### src/rtl/riscv_pkg.sv
// Shared types and default widths for the row URAM arbiter.
package riscv_pkg;

    localparam int DEFAULT_NUM_CORES       = 4;
    localparam int DEFAULT_URAM_ADDR_WIDTH = 12;
    localparam int DEFAULT_DATA_WIDTH      = 32;

    typedef enum logic [1:0] {
        IDLE    = 2'd0,
        OWNED   = 2'd1,
        RELEASE = 2'd2
    } arb_state_t;

endpackage

### src/rtl/row_uram_arbiter_picker.sv
// Round-robin first-set search: picks the first request at or after ptr, wrapping.
// Purely combinational; one-hot sel plus valid.
module rr_priority_picker
    import riscv_pkg::*;
#(
    parameter int NUM_CORES = DEFAULT_NUM_CORES,
    parameter int PTR_WIDTH = $clog2(DEFAULT_NUM_CORES)
) (
    input  logic [NUM_CORES-1:0] req,
    input  logic [PTR_WIDTH-1:0] ptr,
    output logic [NUM_CORES-1:0] sel,
    output logic                 valid
);

    logic [PTR_WIDTH-1:0] idx;

    always_comb begin
        sel   = '0;
        valid = 1'b0;
        idx   = '0;
        for (int i = 0; i < NUM_CORES; i++) begin
            idx = PTR_WIDTH'((int'(ptr) + i) % NUM_CORES);
            if (!valid && req[idx]) begin
                sel[idx] = 1'b1;
                valid    = 1'b1;
            end
        end
    end

endmodule

### src/rtl/row_uram_arbiter.sv
// Shares one row URAM between cores: round-robin grant with lock hold, registered URAM mux,
// and a saturating written-word counter that drives the emptied broadcast.
module row_uram_arbiter
    import riscv_pkg::*;
#(
    parameter int NUM_CORES       = DEFAULT_NUM_CORES,
    parameter int URAM_ADDR_WIDTH = DEFAULT_URAM_ADDR_WIDTH,
    parameter int DATA_WIDTH      = DEFAULT_DATA_WIDTH
) (
    input  logic                                  clk,
    input  logic                                  reset,
    input  logic [NUM_CORES-1:0]                  i_core_req,
    input  logic [NUM_CORES-1:0]                  i_core_locked,
    output logic [NUM_CORES-1:0]                  o_core_grant,
    input  logic [NUM_CORES-1:0]                  i_core_uram_en,
    input  logic [NUM_CORES*URAM_ADDR_WIDTH-1:0]  i_core_uram_addr,
    input  logic [NUM_CORES*DATA_WIDTH-1:0]       i_core_uram_wr_data,
    input  logic [NUM_CORES-1:0]                  i_core_uram_wr_en,
    output logic                                  o_uram_en,
    output logic [URAM_ADDR_WIDTH-1:0]            o_uram_addr,
    output logic [DATA_WIDTH-1:0]                 o_uram_wr_data,
    output logic                                  o_uram_wr_en,
    input  logic                                  i_uram_drained,
    output logic                                  o_uram_emptied
);

    localparam int PW = $clog2(NUM_CORES);
    localparam int CW = URAM_ADDR_WIDTH + 1;
    localparam logic [CW-1:0] WR_MAX = {1'b1, {URAM_ADDR_WIDTH{1'b0}}};

    arb_state_t           state, state_next;
    logic [PW-1:0]        owner, owner_next, rr_ptr, rr_ptr_next, pick_idx;
    logic [NUM_CORES-1:0] grant_next, pick_sel;
    logic                 pick_vld;

    logic                       mux_en, mux_wr_en, wr_hit;
    logic [URAM_ADDR_WIDTH-1:0] mux_addr;
    logic [DATA_WIDTH-1:0]      mux_wr_data;
    logic [CW-1:0]              wr_count, wr_count_next;

    rr_priority_picker #(
        .NUM_CORES (NUM_CORES),
        .PTR_WIDTH (PW)
    ) u_picker (
        .req   (i_core_req),
        .ptr   (rr_ptr),
        .sel   (pick_sel),
        .valid (pick_vld)
    );

    always_comb begin
        pick_idx = '0;
        for (int i = 0; i < NUM_CORES; i++) begin
            if (pick_sel[i]) pick_idx = PW'(i);
        end
    end

    always_comb begin
        state_next  = state;
        owner_next  = owner;
        rr_ptr_next = rr_ptr;
        grant_next  = o_core_grant;
        case (state)
            IDLE: begin
                if (pick_vld) begin
                    state_next = OWNED;
                    owner_next = pick_idx;
                    grant_next = pick_sel;
                end
            end
            OWNED: begin
                if (!i_core_req[owner] && !i_core_locked[owner]) begin
                    state_next  = RELEASE;
                    grant_next  = '0;
                    rr_ptr_next = (owner == PW'(NUM_CORES - 1)) ? '0 : owner + 1'b1;
                end
            end
            RELEASE: state_next = IDLE;
            default: begin
                state_next = IDLE;
                grant_next = '0;
            end
        endcase
    end

    always_ff @(posedge clk) begin
        if (reset) begin
            state        <= IDLE;
            owner        <= '0;
            rr_ptr       <= '0;
            o_core_grant <= '0;
        end else begin
            state        <= state_next;
            owner        <= owner_next;
            rr_ptr       <= rr_ptr_next;
            o_core_grant <= grant_next;
        end
    end

    // Only the current owner reaches the URAM; everyone else is masked to zero.
    always_comb begin
        mux_en      = 1'b0;
        mux_wr_en   = 1'b0;
        mux_addr    = '0;
        mux_wr_data = '0;
        if (state == OWNED) begin
            mux_en      = i_core_uram_en[owner];
            mux_wr_en   = i_core_uram_wr_en[owner];
            mux_addr    = i_core_uram_addr[int'(owner)*URAM_ADDR_WIDTH +: URAM_ADDR_WIDTH];
            mux_wr_data = i_core_uram_wr_data[int'(owner)*DATA_WIDTH +: DATA_WIDTH];
        end
    end

    // A drain and a write in the same cycle keep the write.
    always_comb begin
        wr_hit        = o_uram_en & o_uram_wr_en;
        wr_count_next = wr_count;
        if (i_uram_drained) begin
            wr_count_next = wr_hit ? CW'(1) : '0;
        end else if (wr_hit && wr_count != WR_MAX) begin
            wr_count_next = wr_count + 1'b1;
        end
    end

    always_ff @(posedge clk) begin
        if (reset) begin
            o_uram_en      <= 1'b0;
            o_uram_wr_en   <= 1'b0;
            o_uram_addr    <= '0;
            o_uram_wr_data <= '0;
            wr_count       <= '0;
            o_uram_emptied <= 1'b1;
        end else begin
            o_uram_en      <= mux_en;
            o_uram_wr_en   <= mux_wr_en;
            o_uram_addr    <= mux_addr;
            o_uram_wr_data <= mux_wr_data;
            wr_count       <= wr_count_next;
            o_uram_emptied <= (wr_count_next == '0);
        end
    end

endmodule
### config.mk
export PLATFORM = sky130hd
export DESIGN_NAME = row_uram_arbiter
export DESIGN_NICKNAME = d
export VERILOG_FILES = /design/src/rtl/riscv_pkg.sv /design/src/rtl/row_uram_arbiter_picker.sv /design/src/rtl/row_uram_arbiter.sv
export SDC_FILE = /design/constraint.sdc
export NUM_CORES = 1
export LEC_CHECK = 0
export CAP_MARGIN = 0
export CELL_PAD_IN_SITES_DETAIL_PLACEMENT = 0
export CELL_PAD_IN_SITES_GLOBAL_PLACEMENT = 1
export CORE_AREA = 3 3 127 129
export DETAILED_ROUTE_END_ITERATION = 12
export DIE_AREA = 0 0 130 132
export MAX_ROUTING_LAYER = met4
export PLACE_DENSITY = 0.9
export SLEW_MARGIN = 5
export SYNTH_ARGS = -nofsm -noshare
export SYNTH_HDL_FRONTEND = slang
export SYNTH_HIERARCHICAL = 1
export SYNTH_SLANG_ARGS = --single-unit
export TNS_END_PERCENT = 10
### constraint.sdc
create_clock -name clk -period 3.1 [get_ports clk]
set_input_delay 0.465 -clock clk [delete_from_list [all_inputs] [get_ports clk]]
set_output_delay 0.465 -clock clk [all_outputs]
set_load 0.05 [all_outputs]
Yosys cells after proc, flatten, opt, wreduce, memory -nomap -nowiden
Index checks and enable logic that the tools add are counted.
{"block": "classes", "order_cmp": 9, "mul": 1, "n_mux": 45, "add_sub_neg": 5, "eq_ne": 6, "bitwise": 6, "reduce_logical": 21, "shifts": 2}
{"cell": "128-bit by 8-bit variable part select with 32-bit output", "n": 1}
{"cell": "48-bit by 7-bit variable part select with 12-bit output", "n": 1}
{"cell": "13-bit 2-to-1 mux", "n": 2}
{"cell": "4-bit 2-to-1 mux", "n": 6}
{"cell": "1-bit 2-to-1 mux", "n": 18}
{"cell": "1-bit binary-select mux with 2-bit select", "n": 8}
{"cell": "2-bit by 3-bit less-than comparator with 1-bit output (second input constant)", "n": 5}
{"cell": "13-bit by 1-bit adder with 13-bit output (second input constant)", "n": 1}
{"cell": "13-bit logical NOT", "n": 1}
{"cell": "13-bit inequality test (second input constant)", "n": 1}
{"cell": "4-bit bitwise OR", "n": 3}
{"cell": "4-bit one-hot mux with 3 select lines", "n": 1}
{"cell": "2-bit 2-to-1 mux", "n": 5}
{"cell": "1-bit logical AND", "n": 9}
{"cell": "1-bit demux with 2-bit select", "n": 4}
{"cell": "2-bit by 1-bit >= comparator with 1-bit output (second input constant)", "n": 4}
{"cell": "2-bit AND reduction", "n": 3}
{"cell": "1-bit logical NOT", "n": 5}
{"cell": "2-bit by 1-bit adder with 2-bit output (second input constant)", "n": 2}
{"cell": "2-bit adder (second input constant)", "n": 2}
{"cell": "2-bit equality test (second input constant)", "n": 2}
{"cell": "2-bit by 2-bit multiplier with 4-bit output (second input constant)", "n": 1}
{"cell": "2-bit inequality test (second input constant)", "n": 2}
{"cell": "2-bit one-hot mux with 2 select lines", "n": 1}
{"cell": "other kinds (6)", "n": 7}
{"block": "word_totals", "elab_cells": 105, "reg_bits": 70, "input_bits": 195, "output_inout_bits": 51}

Depth between registers and ports, before layout
Gate-level depths: netlist of run 1.
{"block": "logic_depth", "word_depth": 15, "ltp_mapped": 10, "ltp_nobuf": 9}

By module
Netlist of run 1, hierarchy kept.
{"mod": "row_uram_arbiter", "seq_area_each_um2": 1401.3, "n_inst": 1, "area_each_um2": 3681.0, "cells_each": 309}
{"mod": "rr_priority_picker", "seq_area_each_um2": 0.0, "n_inst": 1, "area_each_um2": 494.2, "cells_each": 62}

Worst setup path before layout of run 1
No wires, ideal clock.
{"block": "synth_timing", "kind": "register -> register", "from": "register rr_ptr[1]", "to": "register o_core_grant[3]", "stages_incl_launch_ff": 11, "setup_time_ns": 0.128, "synth_period_minus_slack_ns": 2.403, "slack_ns": 0.697, "arrival_ns": 2.276, "t_required_ns": 2.972, "path_buffers": 1, "cell_sequence": "dfxtp_1 -> clkbuf_1 -> inv_1 -> ha_1 -> mux2_2 -> a31o_1 -> a221oi_2 -> o2bb2ai_1 -> nor4b_1 -> a31oi_1 -> nor2_1"}
{"block": "synth_via", "elab_chain_len": 14, "word_cells_on_any_way": 52, "classes_between": "add/sub (3); order compare (8); eq/ne (1); mux (26); bitwise (3); reduce/logical (11)"}
{"element": "start, declared", "line": "row_uram_arbiter.sv:32", "rtl": "logic [PW-1:0] owner, owner_next, rr_ptr, rr_ptr_next, pick_idx;"}
{"element": "start signal, assigned", "line": "row_uram_arbiter.sv:95", "rtl": "rr_ptr <= rr_ptr_next;"}
{"element": "parallel branches: the longest is 11 deep, another holds 2-bit by 3-bit less-than comparator with 1-bit output"}
{"element": "4-bit 2-to-1 mux *", "line": "row_uram_arbiter_picker.sv:23", "rtl": "if (!valid && req[idx]) begin"}
{"element": "via pick_sel[3]", "line": "row_uram_arbiter.sv:33", "rtl": "logic [NUM_CORES-1:0] grant_next, pick_sel;"}
{"element": "4-bit 2-to-1 mux *", "line": "row_uram_arbiter.sv:65", "rtl": "if (pick_vld) begin"}
{"element": "4-bit one-hot mux with 3 select lines *", "line": "row_uram_arbiter.sv:63", "rtl": "case (state)"}
{"element": "end signal, assigned", "line": "row_uram_arbiter.sv:96", "rtl": "o_core_grant <= grant_next;"}
{"element": "end, declared", "line": "row_uram_arbiter.sv:14", "rtl": "output logic [NUM_CORES-1:0] o_core_grant,"}
Mark *: on every way through the listed nets, which the timed path passes. The select of a mux whose other input is x is not followed.
A chain may end at the register's enable or synchronous reset.

Final worst setup path of run 1
Ends and elaborated chain as after synthesis.

==> flow_summary.json, run 1 <==
{
  "async_flop_share_pct": 0,
  "drc": 0,
  "power_leakage_nw": 2.49,
  "end_kind": "flip-flop",
  "setup_viol": 0,
  "grt_pass1_vias": 4295,
  "ioPinCount": 246,
  "synth-seq-cells": 70,
  "ctsResizeCount": 0,
  "die_w_um": 130,
  "dieHeight_um": 132,
  "fin_crit_sh_pct": 80.3,
  "drt_wl_total_mm": 15.1,
  "r2r_cells": 10,
  "cts_tree": "done",
  "area_growth_pct": 68.3,
  "cp.required_ns": 3.38,
  "track_usage_pct": 18.1,
  "die-area_um2": 17200,
  "netlist_area_um2": 4180,
  "wire_per_inst_um": 19.0,
  "grt_setup_unrepaired": "false",
  "cp-start-kind": "flip-flop",
  "crit_fanout": 11,
  "use_met1_pct": 21.4,
  "synth_simple_gate_area_share_pct": 20.9,
  "via_per_inst": 5.00,
  "drv_cap": 0,
  "overflow": 0,
  "finalHoldViolations": 0,
  "grt_max_degree": 48,
  "cts_root_buf": "clkbuf_16",
  "nFillCells": 1377,
  "report.final.slew_viol_count": 0,
  "cts_max_path_buffers": 2,
  "crit_type": "reg -> reg",
  "ir_drop_mv": 0.219,
  "hpwlAfterDp_mm": 12.4,
  "synth_top_family_by_area": "multiplexers",
  "ys_seq_area_share_pct": 33.6,
  "grt_util_met3_pct": 3.44,
  "outcome": "complete, no violations",
  "synth_xor_area_share_pct": 2.31,
  "synth.avg_cell_area_um2": 11.3,
  "io_buffers": 245,
  "fmax_mhz": 402,
  "hp-class": "reg -> reg",
  "fin_setup_tns_ns": 0,
  "multi_input_area_um2": 2580,
  "fin_total_pwr_w": 0.00321,
  "initial_core_util_pct": 27.6,
  "top_usage_layer": "met2",
  "rrSetupSlack_ns": 0.61,
  "clock_latency_ns": 0.34,
  "synthAdderAreaFrac_pct": 2.70,
  "drive_gt1_share_pct": 14.4,
  "synthMuxAreaShare_pct": 29.3,
  "grt_pass1_wl_mm": 23.2,
  "seqCellArea_um2": 1410,
  "pwr_density_cell_nw_per_um2": 456,
  "ys_types": 54,
  "dr.first_iter.drc_count": 192,
  "rows": 45,
  "syn_nets": 575,
  "synth_compound_area_share_pct": 6.62,
  "arrival_ns": 2.76,
  "tightest_slew_ns": 1.04,
  "final_nets": 806,
  "timing.rr.start": "rr_ptr[1]",
  "numCtsBuffers": 9,
  "coreArea_um2": 15100,
  "drt-pass1-iter-count": 4,
  "path_clk_slew_ns": 0.06,
  "slew_headroom_pct": 30.8,
  "cts_hold_buf": 0,
  "antenna_found_initial": 0,
  "worstSetupStartpoint": "rr_ptr[1]",
  "gp_congestion": 0.907,
  "cts_max_level": 3,
  "ant_nets": 0,
  "antenna_cells": 0,
  "postCtsSetupBuffers": 0,
  "fin_skew_ns": 0.00738,
  "ys_warn_count": 6,
  "vias": 3972,
  "grt_use_met2_pct": 30.5,
  "synth_edf_count": 0,
  "syn-instance-count": 371,
  "layout_min_cycle_time_ns": 2.49,
  "cts_sinks": 70,
  "critical_path.endpoint": "o_core_grant[3]",
  "r2r-end": "o_core_grant[3]",
  "ys.flop_type": "dfxtp_1"
}
metrics by stage:
stage,area [um2],util [%],setup slack [ns],instances,hold slack (ns)
5_1_grt,7030,46.4,0.369,794,0.505
4_1_cts,7030,46.4,0.666,794,0.473
3_5_place_dp,6730,44.4,0.465,779,0.465
6_report,7030,46.4,0.612,794,0.468
2_1_floorplan,4180,-,0.697,371,0.487
3_3_place_gp,6730,44.4,0.508,779,0.463
state kept, by name (all words and copies together), names as in the netlist:
signal,flops
o_core_grant,4
rr_ptr,2
state,2
wr_count,13
o_uram_addr,12
o_uram_wr_en,1
owner,2
o_uram_wr_data,32
o_uram_en,1
o_uram_emptied,1
synth_stat cells, types with 2 or more instances:
cell type / count / area share (%)
nand3b_1: 3 / 0.54
or2_2: 2 / 0.30
a21oi_1: 10 / 1.2
o22ai_1: 6 / 0.90
a31o_1: 2 / 0.42
xor2_1: 7 / 1.5
nand2b_1: 6 / 0.90
nor4b_1: 2 / 0.42
nand2_1: 17 / 1.5
or3b_1: 3 / 0.63
o21ai_0: 3 / 0.36
dfxtp_1: 70 / 34
clkbuf_1: 8 / 0.72
a221oi_2: 2 / 0.72
inv_1: 5 / 0.45
and2_1: 3 / 0.45
mux4_2: 48 / 26
nand3_1: 7 / 0.84
ha_1: 9 / 2.7
mux2_2: 3 / 0.81
buf_6: 5 / 1.3
buf_4: 3 / 0.54
or3_1: 2 / 0.30
a211oi_1: 3 / 0.54
o2bb2ai_1: 4 / 0.84
nand4_1: 2 / 0.30
buf_2: 9 / 1.1
nor2b_1: 50 / 7.5
nor3_1: 6 / 0.72
buf_1: 4 / 0.36
mux2i_1: 11 / 2.6
xnor2_1: 4 / 0.84
nor2_1: 30 / 2.7
a41o_1: 2 / 0.48
how the worst min path moves through the flow:
stage	from	to	slack [ns]	cells after the start
after floorplan	rr_ptr[0]	rr_ptr[0]	0.49	2
after global placement	o_core_grant[2]	o_core_grant[2]	0.46	2
after detailed placement	o_core_grant[2]	o_core_grant[2]	0.46	2
after CTS	o_core_grant[2]	o_core_grant[2]	0.47	2
after global routing	o_core_grant[0]	o_core_grant[0]	0.51	2
final	o_core_grant[2]	o_core_grant[2]	0.47	2
layer usage:
layer / vias up / part of all wire (%)
li1: 1837 / -
met1: 1919 / 40
met2: 190 / 51
met3: 26 / 6.1
met4: 0 / 3.1
met5: - / 0
layout make-up:
| cell class | count | area share, % |
|---|---|---|
| flip-flops and latches | 70 | 20.0 |
| inverters | 5 | 0.267 |
| clock inverters | 5 | 0.819 |
| well taps | 188 | 3.35 |
| multi-input cells | 266 | 36.7 |
| repair buffers | 250 | 35.4 |
| clock buffers | 10 | 3.40 |
placed cells by master (no fill, tap or decap), drive strengths merged, types with 4 or more instances in the layout:
| master | instances |
|---|---|
| nor2b | 50 |
| buf | 5 |
| clkbuf | 10 |
| nor2 | 30 |
| clkdlybuf4s50 | 245 |
| xnor2 | 4 |
| a21oi | 10 |
| dfxtp | 70 |
| inv | 7 |
| xor2 | 7 |
| ha | 9 |
| mux2i | 11 |
| o2bb2ai | 4 |
| o21ai | 4 |
| nand4 | 4 |
| nand2b | 6 |
| nand2 | 17 |
| nor3 | 6 |
| o22ai | 6 |
| nand3 | 9 |
| mux4 | 48 |
logic make-up (layout without fill, tap and decap cells):
| group | count (synthesis) | after routing |
|---|---|---|
| fa+ha+maj | 9 | 9 |
| mux | 62 | 62 |
| xor+xnor | 11 | 11 |
| compound gates | 38 | 38 |
| simple gates | 146 | 146 |
| buf+inv | 35 | 270 |
| flops | 70 | 70 |
power by group:
part           switching, W  leakage, nW  internal, W
logic              0.000499         1.77     0.000625
registers         0.0000697        0.572     0.000968
clock network      0.000403        0.145     0.000642
critical path, cell delays in order (launching register included):
cell and delay, ns:
dfxtp_1 0.31, buf_4 0.18, inv_1 0.09, ha_1 0.41
mux2i_1 0.38, mux2_2 0.31, a221oi_2 0.08, o2bb2ai_1 0.25
nor4b_1 0.27, a31oi_1 0.06, nor2_1 0.08
Note: power is estimated with default switching activity, not from simulation.
==> run 2, diff against run 1 <==
clock period = 2.5 ns   (was 3.1 ns; I/O delays follow)
==> run 2 against run 1 <==
Against the previous run: fmax is 7.3% higher; routed wire length is 0.58% lower; worst setup slack worse by 0.43 ns; via count is 2.3% lower; count of clock-buffer cells in the layout is 1 higher; power is 32% higher; register-to-register slack worse by 0.43 ns; sequential power is 21% higher; first-iteration DRC count is 16% lower; critical endpoint is now owner[1].
==> flow_summary.json, run 2 (same netlist as run 1, synthesis figures left out) <==
{
  "antenna_cells": 0,
  "tightest_slew_ns": 0.599,
  "final_nets": 814,
  "report.final.slew_viol_count": 0,
  "clock_latency_ns": 0.34,
  "die-area_um2": 17200,
  "cp_common_cell": "nor3_1",
  "ir_drop_mv": 0.296,
  "wire_per_inst_um": 18.7,
  "grt_max_degree": 50,
  "fmax_mhz": 431,
  "overflow": 0,
  "outcome": "complete, no violations",
  "via_per_inst": 4.83,
  "largest_register_ffs": 32,
  "crit_type": "reg -> reg",
  "finalHoldViolations": 0,
  "die_w_um": 130,
  "fin_crit_sh_pct": 92.8,
  "cp.required_ns": 2.72,
  "crit_slowest_cell": "ha_1",
  "nFillCells": 1365,
  "cts_root_buf": "clkbuf_16",
  "ant_nets": 0,
  "dr.first_iter.drc_count": 162,
  "cp.buffers_inverters": 2,
  "cp_cell_sequence": "inv_1 -> ha_1 -> mux2i_2 -> o22ai_1 -> a211oi_1 -> o2bb2ai_1 -> buf_4 -> nor3_1 -> nor3_1",
  "grt_pass1_vias": 4160,
  "end_kind": "flip-flop",
  "io_buffers": 245,
  "drv_cap": 0,
  "drt_wl_total_mm": 15.0,
  "initial_core_util_pct": 27.6,
  "arrival_ns": 2.54,
  "slew_headroom_pct": 60.0,
  "path_clk_slew_ns": 0.06,
  "power_leakage_nw": 2.56,
  "grt_pass1_wl_mm": 23.3,
  "placed_cell_area_um2": 6830,
  "final_cell_mix": "clkdlybuf4s50_1, dfxtp_1, nor2b_1, mux4_2, nor2_1",
  "critPathMaxStageDelay_ns": 0.46,
  "fin_skew_ns": 0.00540,
  "antenna_found_initial": 0,
  "setup_viol": 0,
  "cts_tree": "done",
  "vias": 3882,
  "cp_top_family": "compound AO/OA/AOI/OAI gates",
  "cp-start-kind": "flip-flop",
  "numCtsBuffers": 9,
  "cts_max_level": 3,
  "crit_fanout": 5,
  "ioPinCount": 246,
  "dieHeight_um": 132,
  "cts_max_path_buffers": 2,
  "r2r_cells": 9,
  "cts_sinks": 70,
  "hpwlAfterDp_mm": 12.5,
  "drt-pass1-iter-count": 4,
  "track_usage_pct": 18.2,
  "regMostFlops": "o_uram_wr_data",
  "path_depth": 9,
  "grt_setup_unrepaired": "false",
  "final_cell_area_um2": 7190,
  "pwr_density_cell_nw_per_um2": 589,
  "reg_top3": "o_uram_wr_data (32), wr_count (13), o_uram_addr (12)",
  "final_common_cell": "clkdlybuf4s50_1",
  "hp-class": "reg -> reg",
  "fin_setup_tns_ns": 0,
  "area_growth_pct": 72.2,
  "drive_gt1_share_pct": 15.8,
  "layout_min_cycle_time_ns": 2.32,
  "rows": 45,
  "gp_congestion": 0.899,
  "drc": 0,
  "hold_depth": 2,
  "coreArea_um2": 15100
}
-- run 2: path summary, 6_finish.rpt --
check | startpoint | slack [ns] | to
setup / recovery | rr_ptr[0] | 0.18 | owner[1]
hold / removal | o_core_grant[0] | 0.46 | o_core_grant[0]
setup reg to reg | rr_ptr[0] | 0.18 | owner[1]
hold reg to reg | o_core_grant[0] | 0.46 | o_core_grant[0]
-- run 2: per-layer routing --
layer  up-vias  track usage (%)  part of all wire [%]
li1       1848                -                     -
met1      1845             21.9                    41
met2       173             30.7                    51
met3        16             5.15                   6.8
met4         0             3.23                   1.4
met5         -                -                     0
-- run 2: tightest hold or removal path: cells and delay by family, from the launching register on --
family	cells	cell delay (ns)
flops	1	0.31
simple gates	1	0.06
compound gates	1	0.05
-- run 2: report_power, final --
group	internal [W]	switching [W]	leakage [nW]
Clock	0.00103	0.000497	0.168
Combinational	0.000804	0.000647	1.82
Sequential	0.00120	0.0000621	0.572
Total	0.00303	0.00121	2.56
-- run 2: final cells by class --
cell class	count	area, um2	share of cell area (%)
Clock inverter	5	105	1.46
Sequential cell	70	1410	19.6
Clock buffer	11	253	3.51
Timing Repair Buffer	258	2590	36.0
Inverter	5	18.8	0.261
Tap cell	188	235	3.27
Multi-Input combinational cell	266	2580	35.9
-- run 2: stage by stage --
stage,power [W],utilization (%),hold slack (ns),instances,setup slack (ns)
after global routing,0.00443,47.5,0.496,803,0.0141
after floorplan,0.00214,-,0.444,371,0.0965
after CTS,0.00430,47.5,0.466,803,0.210
after detailed placement,0.00275,45.1,0.458,787,0.0530
final,0.00424,47.5,0.464,803,0.180
after global placement,0.00272,45.1,0.459,787,0.121
-- run 2: timing repair --
item,4_1_cts,5_1_grt
gates resized for setup,0,1
setup buffers,0,0
hold buffers,0,0
endpoints found under the setup margin,0,1
